[config.mk]
export PLATFORM = sky130hd
export DESIGN_NAME = writeback_unit
export DESIGN_NICKNAME = d
export VERILOG_FILES = /design/src/rtl/writeback_unit.sv
export SDC_FILE = /design/constraint.sdc
export NUM_CORES = 1
export LEC_CHECK = 0
export ABC_AREA = 1
export CAP_MARGIN = 25
export CORE_MARGIN = 2
export CORE_UTILIZATION = 47
export CTS_CLUSTER_DIAMETER = 60
export DETAILED_ROUTE_END_ITERATION = 7
export PLACE_DENSITY = 0.88
export SYNTH_ARGS = -nofsm -noshare
export SYNTH_HDL_FRONTEND = slang
export SYNTH_SLANG_ARGS = --single-unit
[constraint.sdc]
create_clock -name clk -period 3.5 [get_ports clk]
set_clock_uncertainty 0.2 [all_clocks]
set_input_delay 0.7 -clock clk [delete_from_list [all_inputs] [get_ports clk]]
set_output_delay 0.7 -clock clk [all_outputs]
set_load 0.01 [all_outputs]
[src/rtl/writeback_unit.sv]
// writeback_unit: merges ALU and load results into one registered register-file
// write per cycle and tracks pending destinations for RAW hazard stalls.
module writeback_unit #(
  parameter int unsigned XLEN  = 32,
  parameter int unsigned NREGS = 32,
  parameter int unsigned CNT_W = 32
) (
  input  logic                       clk,
  input  logic                       reset,
  input  logic                       iss_valid,
  input  logic [$clog2(NREGS)-1:0]   iss_rd,
  input  logic                       alu_valid,
  input  logic [$clog2(NREGS)-1:0]   alu_rd,
  input  logic [XLEN-1:0]            alu_data,
  input  logic                       ld_valid,
  output logic                       ld_ready,
  input  logic [$clog2(NREGS)-1:0]   ld_rd,
  input  logic [XLEN-1:0]            ld_data,
  input  logic [$clog2(NREGS)-1:0]   chk_rs1,
  input  logic [$clog2(NREGS)-1:0]   chk_rs2,
  output logic                       busy1,
  output logic                       busy2,
  output logic                       RegWrite,
  output logic [$clog2(NREGS)-1:0]   writeReg,
  output logic [XLEN-1:0]            writeData,
  output logic [CNT_W-1:0]           wb_count
);

  localparam int unsigned IDX_W = $clog2(NREGS);

  logic             sel_valid_c;
  logic [IDX_W-1:0] sel_rd_c;
  logic [XLEN-1:0]  sel_data_c;
  logic             commit_c;
  logic [NREGS-1:0] sb;
  logic [NREGS-1:0] sb_next_c;

  // ALU wins arbitration; load is only accepted when the ALU is idle
  always_comb begin
    ld_ready    = ~alu_valid;
    sel_valid_c = alu_valid | ld_valid;
    sel_rd_c    = alu_valid ? alu_rd   : ld_rd;
    sel_data_c  = alu_valid ? alu_data : ld_data;
    commit_c    = sel_valid_c && (sel_rd_c != '0);
  end

  // Scoreboard update: clear the committing index, then set the newly issued one
  always_comb begin
    sb_next_c = sb;
    if (commit_c) begin
      sb_next_c[sel_rd_c] = 1'b0;
    end
    if (iss_valid && (iss_rd != '0)) begin
      sb_next_c[iss_rd] = 1'b1;
    end
    sb_next_c[0] = 1'b0;
  end

  // Registered write port, commit counter and pending-write scoreboard
  always_ff @(posedge clk) begin
    if (!reset) begin
      RegWrite  <= 1'b0;
      writeReg  <= '0;
      writeData <= '0;
      wb_count  <= '0;
      sb        <= '0;
    end else begin
      RegWrite <= commit_c;
      sb       <= sb_next_c;
      if (commit_c) begin
        writeReg  <= sel_rd_c;
        writeData <= sel_data_c;
        wb_count  <= wb_count + CNT_W'(1);
      end
    end
  end

  // Hazard view: pending bit, or the write on the port this cycle not yet in the file
  always_comb begin
    busy1 = sb[chk_rs1] | (RegWrite && (writeReg == chk_rs1) && (chk_rs1 != '0));
    busy2 = sb[chk_rs2] | (RegWrite && (writeReg == chk_rs2) && (chk_rs2 != '0));
  end

endmodule

==> impl_metrics.toml <==
[synthesis]
yosysUniqueCellTypes = 31
ys_warn_count = 0
async_reset_ff_frac = 0
synthesis.area_sq_mm = 0.00602
synthFlopType = "dfxtp_1"
netlist_instances = 1009
syn_nets = 1104
synth-seq-area-share = 0.336
syn_avg_cell_area_sq_um = 5.96
synth-edff-count = 0
synth_seq_cells = 101

[layout]
register_area_sq_mm = 0.00202
multiInputGateArea_sq_mm = 0.00340
antennaDiodeCount = 0
final_cells = 1338
area_growth_pct = 34.8
fillCellCount = 1142
nets = 1256
post-route-util = 0.645
drive_gt1_frac = 0.0446

[die]
start_util = 0.479
fp.dieW_microns = 117
core_sq_mm = 0.0126
die_y_microns = 117
ios = 167
rows = 41
dieArea_sq_mm = 0.0137

[cts]
htree_levels = 3
cts_setup_buffers = 0
clkLatencyLatePin_ns = 0.35
tritoncts = "built"
cts.clk_slew.worst_paths_ns = 0.07
cts_resized = 0
cts_buffers = 9
clockBufferDepth = 2
cts_root_buf = "clkbuf_16"
cts.sinks = 101
ctsHoldBuffers = 0

[critical_path]
cp.arrival_ns = 2.45
rrSetupSlack_ns = 1.44
r2r_end = "wb_count[20]"
worst_ep_required_time_ns = 2.60
cp_max_fo = 9
start_kind = "input pin"
cp-end-kind = "output port"
critPathKind = "in2out"
r2r-start = "wb_count[1]"
r2r.worst_path.cells = 9

[placement]
dp.cells = 1321
gp_congestion = 0.952
pre_cts_ws_ns = 0.0816
numPortBuffers = 166
hpwlAfterDp_mm = 13.8

[timing]
finalSetupViolCount = 0
slew_headroom = 0.322
grt_setup_unrepaired = "false"
final_max_slew_viol_count = 0
max_slew.worst_pin.slew_ns = 1.01
fin_crit_ns = 3.35
finalSetupTns_ns = 0
finalCritPeriodShare = 0.956
hold_viol_final = 0
whs_ns = 0.260
fmax_mhz = 299
worst_slack_ns = 0.154

[global_routing]
use_met3 = 0.0572
grt_first_pass_wirelength_mm = 28.7
met1_usage = 0.336
grt_overflow_total = 0
grt.busiest_layer = "met2"
grt_max_degree = 66
grt_use_met2 = 0.432
grt_pass1_vias = 6088
grt_util_all_layers = 0.264
antenna_found_initial = 0

[power_and_ir_drop]
leakage_nw = 3.32
ir_drop_mv = 0.212
p_per_area_mw_per_mm2 = 346

[routing]
drt_iter0_markers = 504
wirelength_mm = 18.1
drc = 0
vias = 6786
drt_pre_antenna_iters = 7
wl_per_cell_microns = 13.5
post_drt_via_cell_ratio = 5.07
ant_nets = 0

[hold_path]
hold_end = "sb[6]"
min_from = "sb[6]"
hold_class = "reg2reg"
holdPathStages = 2

[run]
cap_violations = 0

[status]
outcome = "complete, no violations"
per-layer routing:
metal / vias to the layer above / share of wire
met5: - / 0
met1: 3003 / 0.43
li1: 3468 / -
met3: 32 / 0.085
met2: 283 / 0.46
met4: 0 / 0.021
layout make-up:
| type | instances | share of cell area |
|---|---|---|
| timing repair buffer | 180 | 0.223 |
| tap | 172 | 0.0265 |
| clock buffer | 10 | 0.0282 |
| inverter | 94 | 0.0444 |
| clock inverter | 6 | 0.00895 |
| timing repair inverter | 1 | 0.000925 |
| sequential | 101 | 0.249 |
| multi-input combinational | 774 | 0.419 |
worst max-delay path by stage:
stage               startpoint    end  cells after the start
floorplan           chk_rs1[1]  busy1                      8
global placement    chk_rs2[0]  busy2                     10
detailed placement  chk_rs2[0]  busy2                     10
CTS                 chk_rs2[0]  busy2                     10
global route        chk_rs1[0]  busy1                      9
finish              chk_rs2[1]  busy2                      9
kinds of logic (layout without fill, tap and decap cells):
| kind of cell | after synthesis | count (layout) | share of synthesized area |
|---|---|---|---|
| compound gates | 137 | 137 | 0.121 |
| simple gates | 619 | 619 | 0.417 |
| fa+ha+maj | 1 | 1 | 0.00208 |
| xor+xnor | 17 | 17 | 0.0247 |
| flops | 101 | 101 | 0.336 |
| buf+inv | 134 | 291 | 0.0990 |
sequential cells by signal (all words and copies together), names as in the netlist:
register,count
writeReg,5
wb_count,32
sb,31
RegWrite,1
writeData,32
power breakdown:
part           leakage [nW]  total, W  switching (W)  internal, W
registers             0.825   0.00122      0.0000304      0.00119
logic                  2.36  0.000552       0.000288     0.000264
clock network         0.143   0.00103       0.000469     0.000562
total                  3.32   0.00281       0.000787      0.00202
cell usage after synthesis (2+ instances only):
| cell type | count | area [sq um] |
|---|---|---|
| buf_1 | 2 | 7.51 |
| o21ai_0 | 46 | 230 |
| buf_6 | 9 | 101 |
| buf_4 | 6 | 45.0 |
| nand3_1 | 73 | 365 |
| nand2_4 | 3 | 33.8 |
| nand2_1 | 382 | 1430 |
| nor2_1 | 137 | 514 |
| a21oi_1 | 67 | 335 |
| o21bai_1 | 2 | 15.0 |
| buf_2 | 2 | 10.0 |
| xor2_1 | 10 | 87.6 |
| xnor2_1 | 7 | 61.3 |
| o21ai_1 | 9 | 45.0 |
| nor2_2 | 2 | 12.5 |
| nand2_2 | 7 | 43.8 |
| nand4_1 | 6 | 37.5 |
| inv_2 | 3 | 11.3 |
| o211ai_1 | 8 | 60.1 |
| inv_1 | 89 | 334 |
| clkbuf_1 | 21 | 78.8 |
| nor3_1 | 5 | 25.0 |
| o22ai_1 | 4 | 25.0 |
| clkinv_1 | 2 | 7.51 |
| dfxtp_1 | 101 | 2020 |
critical path, stage by stage:
cell             delay, ns
clkdlybuf4s50_1       0.53
clkinvlp_4            0.22
nand3_1               0.13
nand3_1               0.08
nand3_1               0.08
nand3_1               0.08
nand2_1               0.09
nand2_1               0.06
clkdlybuf4s50_1       0.47
stage by stage:
step	power, W	area [sq um]
5_1_grt	0.00292	8110
3_5_place_dp	0.00180	7790
6_report	0.00281	8110
2_1_floorplan	0.00153	6020
3_3_place_gp	0.00180	7790
4_1_cts	0.00282	8100
placed cells by master, fill, tap and decap left out, types with 2 or more instances in the layout:
cell / n
a21oi_1: 67
buf_12: 3
buf_4: 11
clkbuf_16: 9
clkdlybuf4s50_1: 165
clkinv_4: 3
clkinvlp_4: 4
dfxtp_1: 101
inv_1: 87
inv_2: 4
nand2_1: 382
nand2_2: 7
nand2_4: 3
nand3_1: 73
nand4_1: 6
nor2_1: 137
nor2_2: 2
nor3_1: 5
o211ai_1: 8
o21ai_0: 46
o21ai_1: 9
o21bai_1: 2
o22ai_1: 4
xnor2_1: 7
xor2_1: 10
Power figures use the tool's default switching activity.
